## src/rtl/pipe_stage_reg.sv

```systemverilog
// Two-entry skid-buffer pipeline register: full-throughput valid/ready stage with
// registered in_ready, flush, occupancy and a saturating downstream-bubble counter.
module pipe_stage_reg #(
  parameter int DW   = 128,
  parameter int CW   = 16,
  parameter int CNTW = 16
) (
  input  logic            CLK,
  input  logic            nRST,
  input  logic            flush,
  input  logic            in_valid,
  output logic            in_ready,
  input  logic [DW-1:0]   in_data,
  output logic            out_valid,
  input  logic            out_ready,
  output logic [DW-1:0]   out_data,
  output logic [1:0]      occupancy,
  output logic [CNTW-1:0] bubble_cnt
);

  if (DW < 8 || DW > 512) begin : g_bad_dw
    $fatal(1, "pipe_stage_reg: DW=%0d outside 8..512", DW);
  end
  if (CW < 1 || CW > DW) begin : g_bad_cw
    $fatal(1, "pipe_stage_reg: CW=%0d outside 1..DW", CW);
  end
  if (CNTW < 1) begin : g_bad_cntw
    $fatal(1, "pipe_stage_reg: CNTW=%0d must be at least 1", CNTW);
  end

  typedef struct packed {
    logic          vld;
    logic [DW-1:0] data;
  } entry_t;

  entry_t main_q, main_d, skid_q, skid_d;
  logic   enq, deq;

  // in_ready depends only on the skid flop, so out_ready never reaches it combinationally
  assign in_ready  = ~skid_q.vld;
  assign out_valid = main_q.vld;
  assign out_data  = main_q.data;
  assign enq       = in_valid & in_ready;
  assign deq       = main_q.vld & out_ready;

  always_comb begin
    main_d = main_q;
    skid_d = skid_q;
    if (flush) begin
      main_d.vld          = 1'b0;
      skid_d.vld          = 1'b0;
      main_d.data[CW-1:0] = '0;
    end else if (!main_q.vld) begin
      if (enq) main_d = '{vld: 1'b1, data: in_data};
    end else if (!deq) begin
      if (enq) skid_d = '{vld: 1'b1, data: in_data};
    end else if (skid_q.vld) begin
      main_d     = skid_q;
      skid_d.vld = 1'b0;
    end else if (enq) begin
      main_d = '{vld: 1'b1, data: in_data};
    end else begin
      main_d.vld = 1'b0;
    end
  end

  always_ff @(posedge CLK or negedge nRST) begin
    if (!nRST) begin
      main_q     <= '0;
      skid_q     <= '0;
      occupancy  <= 2'd0;
      bubble_cnt <= '0;
    end else begin
      main_q    <= main_d;
      skid_q    <= skid_d;
      occupancy <= {1'b0, main_d.vld} + {1'b0, skid_d.vld};
      // a bubble is a cycle where downstream could take data but none is offered
      if (!main_q.vld && out_ready && !flush && (bubble_cnt != {CNTW{1'b1}}))
        bubble_cnt <= bubble_cnt + 1'b1;
    end
  end

endmodule
```

## config.mk

```make
export PLATFORM = sky130hd
export DESIGN_NAME = pipe_stage_reg
export DESIGN_NICKNAME = d
export VERILOG_FILES = /design/src/rtl/pipe_stage_reg.sv
export SDC_FILE = /design/constraint.sdc
export NUM_CORES = 1
export LEC_CHECK = 0
export ABC_AREA = 1
export CAP_MARGIN = 25
export CORE_MARGIN = 4
export CORE_UTILIZATION = 30
export CTS_CLUSTER_SIZE = 14
export DETAILED_ROUTE_END_ITERATION = 10
export GPL_TIMING_DRIVEN = 1
export PLACE_DENSITY = 0.56
export SKIP_LAST_GASP = 1
export SYNTH_ARGS = -nofsm -noshare
export SYNTH_HDL_FRONTEND = slang
export SYNTH_SLANG_ARGS = --single-unit
```

## constraint.sdc

```tcl
create_clock -name CLK -period 1.9 [get_ports CLK]
set_input_delay 0.38 -clock CLK [delete_from_list [all_inputs] [get_ports CLK]]
set_output_delay 0.38 -clock CLK [all_outputs]
set_load 0.1 [all_outputs]
```

# == Yosys cells after proc, flatten, opt, wreduce, memory -nomap -nowiden ==
# Index checks and enable logic that the tools add are counted.
# op_classes
eq_ne,5
bitwise,5
muxes,13
n_addsub,2
n_reduce_logical,10
# op_table
operator,n
$mux 129,6
$mux 128,2
$add 16x1->16 const B,1
$mux 16,1
$ne 16x16->1 const B,1
$reduce_and 4->1,2
$mux 1,4
$ne 4x4->1 const B,1
$logic_and 1x1->1,3
$ne 3x2->1 const B,1
$ne 3x3->1 const B,1
$not 1->1,3
$reduce_and 3->1,1
$reduce_bool 3->1,1
$add 1x1->2,1
$and 1x1->1,2
$logic_not 1->1,2
$ne 2x1->1 const B,1
$reduce_bool 2->1,1
# word_totals
input_bits,133
regBits,276

# == Logic depth before layout (Yosys ltp) ==
# logic_depth
ltp_word,8
depth_mapped,12

# == Least setup slack after synthesis ==
# Ideal clock, no wire load.
# synth_timing
kind,register -> register
start,reg bubble_cnt[1]
end,reg bubble_cnt[2]
setup_slack_ps,-277
setup_time_ps,83
n_path_buf,1
required_time_ps,1817
t_arrival_ps,2094
path_stages_with_launch,11
path_cell_list,dfrtp_1 -> ha_1 -> inv_1 -> nor2_1 -> nand2_1 -> inv_1 -> nand2_1 -> nand2_1 -> buf_2 -> nand2_1 -> o21ai_0
# synth_between
elab_chain_len,2
word_cells_on_any_way,3
classes_between,add/sub (1); eq/ne (1); reduce/logical (1)
# synth_lines
element,line,source
start: declaration,18,output logic [CNTW-1:0] bubble_cnt
start signal: assignment,79,bubble_cnt <= bubble_cnt + 1'b1;
"parallel branches: the longest is 2 deep, another holds $add 16x1->16",-,
# Several ways; the timed one is not identified.
# A chain may end at the register's enable or synchronous reset.

# == Final worst setup path ==
# layout_timing
start,"reg main_q, in the netlist out_valid"
end,"reg main_q, in the netlist out_data[124]"
# layout_between
elab_chain_len,3
word_cells_on_any_way,6
classes_between,eq/ne (2); mux (1); bitwise (1); reduce/logical (2)
# layout_lines
element,line,source
start: declaration,36,"entry_t main_q, main_d, skid_q, skid_d;"
start signal: assignment,74,main_q <= main_d;
$and 1x1->1,44,assign deq = main_q.vld & out_ready;
$ne 3x3->1 (no source line) / $ne 2x1->1 (equally long branches),-,
$reduce_and 4->1 (no source line),-,
# Several ways; a longest one is shown, not always the timed one.

==> flow_summary.json <==
{
  "outcome": "finished, final reports clean",
  "clk_latency_ns": 0.53,
  "worstSetupEndpointType": "flop",
  "drive_above_1_share_pct": 14.8,
  "hold_viol": 0,
  "cts_root_buffer": "clkbuf_16",
  "placed_cell_area_sq_um": 16500,
  "cts_num_sinks": 276,
  "synthFlopType": "dfrtp_1",
  "initial_core_util_pct": 30.6,
  "drtPass1Iterations": 4,
  "cp.arrival_ns": 2.16,
  "ir_worst_vdd_mv": 1.10,
  "power.share.clock_pct": 30.6,
  "power.density_nw_per_um2": 1240,
  "core_sq_um": 41300,
  "crit_type": "flop to flop",
  "synth_cell_type_count": 22,
  "first_iter_violations": 652,
  "critPathBufInv": 2,
  "avgViaCountPerCell": 4.50,
  "slowest_stage": "dfrtp_2",
  "path_cells": "nand2_1 > buf_4 > nor2_4 > buf_12 > nand2_1 > o21ai_1 > nand2_1 > nand2_1",
  "io_buffers": 280,
  "syn_to_final_growth_pct": 39.4,
  "syn_area_per_cell_sq_um": 7.63,
  "grt_setup_unrepaired": "false",
  "fin_nets": 2082,
  "crit_path_max_fanout": 53,
  "pin_count": 281,
  "dr_wl_met2_um": 16900,
  "crit_top_cell": "nand2_1",
  "htree_levels": 2,
  "synthTopCellsByArea": "dfrtp_1 55%, nand2_1 23%, o21ai_0 5.3%",
  "finalClockSkew_ns": 0.0107,
  "wirelength_um": 37200,
  "gp_congestion": 0.847,
  "hold_class": "primary input to async pin",
  "comb_power_share_pct": 33.0,
  "synth.most_common_cell": "nand2_1",
  "syn_inst": 1657,
  "met3_length_um": 2160,
  "yosysTopAreaCell": "dfrtp_1",
  "max_cap_violations": 0,
  "min_period_ns": 1.70,
  "synthTopCellsByCount": "766 x nand2_1, 276 x dfrtp_1, 147 x inv_1",
  "finalInstanceArea_sq_um": 17600,
  "synth_edf_count": 0,
  "required_ns": 2.37,
  "antenna_found_initial": 2,
  "clock.fmax_mhz": 589,
  "diodes": 0,
  "tightest_slew_ns": 0.452,
  "numCtsBuffers": 34,
  "highest_layer": "met5",
  "rows": 74,
  "grt_pass1_vias": 11200,
  "p_seq_share_pct": 36.4,
  "die_w_um": 213,
  "syn-num-nets": 1792,
  "finalSetupTns_ns": 0,
  "wl_met1_um": 17300,
  "ant_nets": 0,
  "die_h_um": 213,
  "power_switching_uw": 8590,
  "dr_total_vias": 11200,
  "grtUsageTotal_pct": 16.3,
  "critPathMaxStageDelay_ns": 0.50,
  "die_area_sq_um": 45500,
  "p_leak_uw": 0.00897,
  "synth-seq-cells": 276,
  "startpoint_type": "flop",
  "cts_tree": "done",
  "yosys.area.top_type_share_pct": 54.6,
  "yosysWarningCount": 0,
  "grt_pass1_wl_um": 60000,
  "cts_setup_buffers": 0,
  "dp_hpwl_um": 25300,
  "yosysSeqAreaShare_pct": 54.6,
  "fillers": 4142,
  "grt_remaining_overflow": 0,
  "grt_max_degree": 57,
  "mappedNetlistArea_sq_um": 12600,
  "maxSlewHeadroom_pct": 69.8,
  "intPower_uw": 13200,
  "slew_viol_final": 0,
  "drc_errors": 0,
  "crit_family": "simple AND/OR/NAND/NOR gates",
  "wire_per_inst_um": 14.9,
  "setup_viol": 0,
  "cts.path.max_buffers": 3,
  "synth-async-reset-ratio_pct": 100,
  "clk_pin_slew_ns": 0.06,
  "min_period_over_period_pct": 89.4,
  "power_switching_share_pct": 39.4
}
-- metrics by stage --
| step | util, % | hold slack [ns] | setup WS (ns) | instances | total power, uW |
|---|---|---|---|---|---|
| floorplan | - | 0.0844 | -0.000952 | 1657 | 12900 |
| global placement | 39.9 | 0.314 | -0.144 | 2442 | 15200 |
| detailed placement | 39.9 | 0.317 | -0.178 | 2442 | 15300 |
| CTS | 42.7 | 0.329 | 0.164 | 2502 | 22100 |
| global route | 42.7 | 0.372 | 0.106 | 2502 | 22900 |
| finish | 42.7 | 0.352 | 0.201 | 2502 | 21800 |
-- cell type report --
type	count	area, sq um	share of cell area [%]
Inverter	152	576	3.27
Multi-Input combinational cell	1137	4740	26.9
Clock inverter	8	119	0.674
Tap cell	532	666	3.78
Sequential cell	276	6930	39.3
Clock buffer	51	1040	5.89
Timing Repair Buffer	346	3560	20.2
-- worst reg2reg max path: stages, from the launching register on --
cell and delay [ns]:
dfrtp_2 0.50, nand2_1 0.11, buf_4 0.15, nor2_4 0.17
buf_12 0.26, nand2_1 0.16, o21ai_1 0.14, nand2_1 0.09
nand2_1 0.06
-- flip-flops by register name, summed over array words and instances (netlist names) --
register and count:
bubble_cnt 16, out_valid 1, out_data 128, skid_q 129, occupancy 2
-- placed cells by master, fill, tap and decap left out --
master           Yosys  layout
o21ai_0            133     133
ha_1                 2       2
a21oi_1             37      37
nor2_4               2       3
nand2_2              2       1
dlygate4sd3_1        0       1
clkbuf_1            12       8
inv_2                5       3
dfrtp_2              0      15
dfrtp_1            276     261
inv_4                0       2
nand3b_1             2       2
xnor2_1              4       4
inv_1              147     147
clkinv_2             0       4
clkbuf_8             0       6
nand2_4              0       2
clkdlybuf4s50_1      0     131
clkinv_4             0       1
nand2_1            766     765
bufinv_16            0       3
buf_4                8     163
o21ai_1             10      10
nor2_1              64      64
nor3_4               0       1
nand4_1              6       6
buf_12               0      50
clkbuf_16            0      37
buf_8                0       1
nand3_1            107     107
-- power by group through the flow --
stage,sequential [uW],combinational (uW),clock (uW)
after floorplan,11400,1510,0
after global placement,8010,7190,0
after detailed placement,8030,7250,0
after CTS,7950,7270,6890
after global routing,8100,7670,7130
final,7940,7190,6670
-- repair_timing --
| item | in CTS | in global routing |
|---|---|---|
| hold endpoints to repair | 31 | 0 |
| resized for setup | 0 | 0 |
| hold buffers | 1 | 0 |
-- cells by family (layout without fill, tap and decap cells) --
kind of cell	after synthesis	in the layout	share of synthesized area, %
and+or+nand+nor	951	951	29.7
xor gates and xnor gates	4	4	0.277
adders and majority gates	2	2	0.198
buffers and inverters	244	557	8.10
AOI/OAI and AO/OA	180	180	7.12
DFF	276	276	54.6
-- path summary, 6_finish.rpt --
path                       cells past startpoint  slack [ns]       endpoint          from
hold / removal                                 2        0.35    skid_q[120]          nRST
hold reg to reg                                2        0.47   out_data[62]  out_data[62]
setup / recovery                               8        0.20  out_data[124]     out_valid
setup reg to reg                               8        0.20  out_data[124]     out_valid
min in group CLK                               3        0.41      skid_q[9]    in_data[9]
max in group asynchronous                      3        0.89   out_data[76]          nRST
-- layer usage --
layer	GRT usage (%)	vias to the layer above
met1	22.8	5242
li1	-	5684
met2	25.5	259
met4	4.97	4
met5	0	-
met3	3.69	59
No activity file was read; power rests on OpenSTA's default activity.
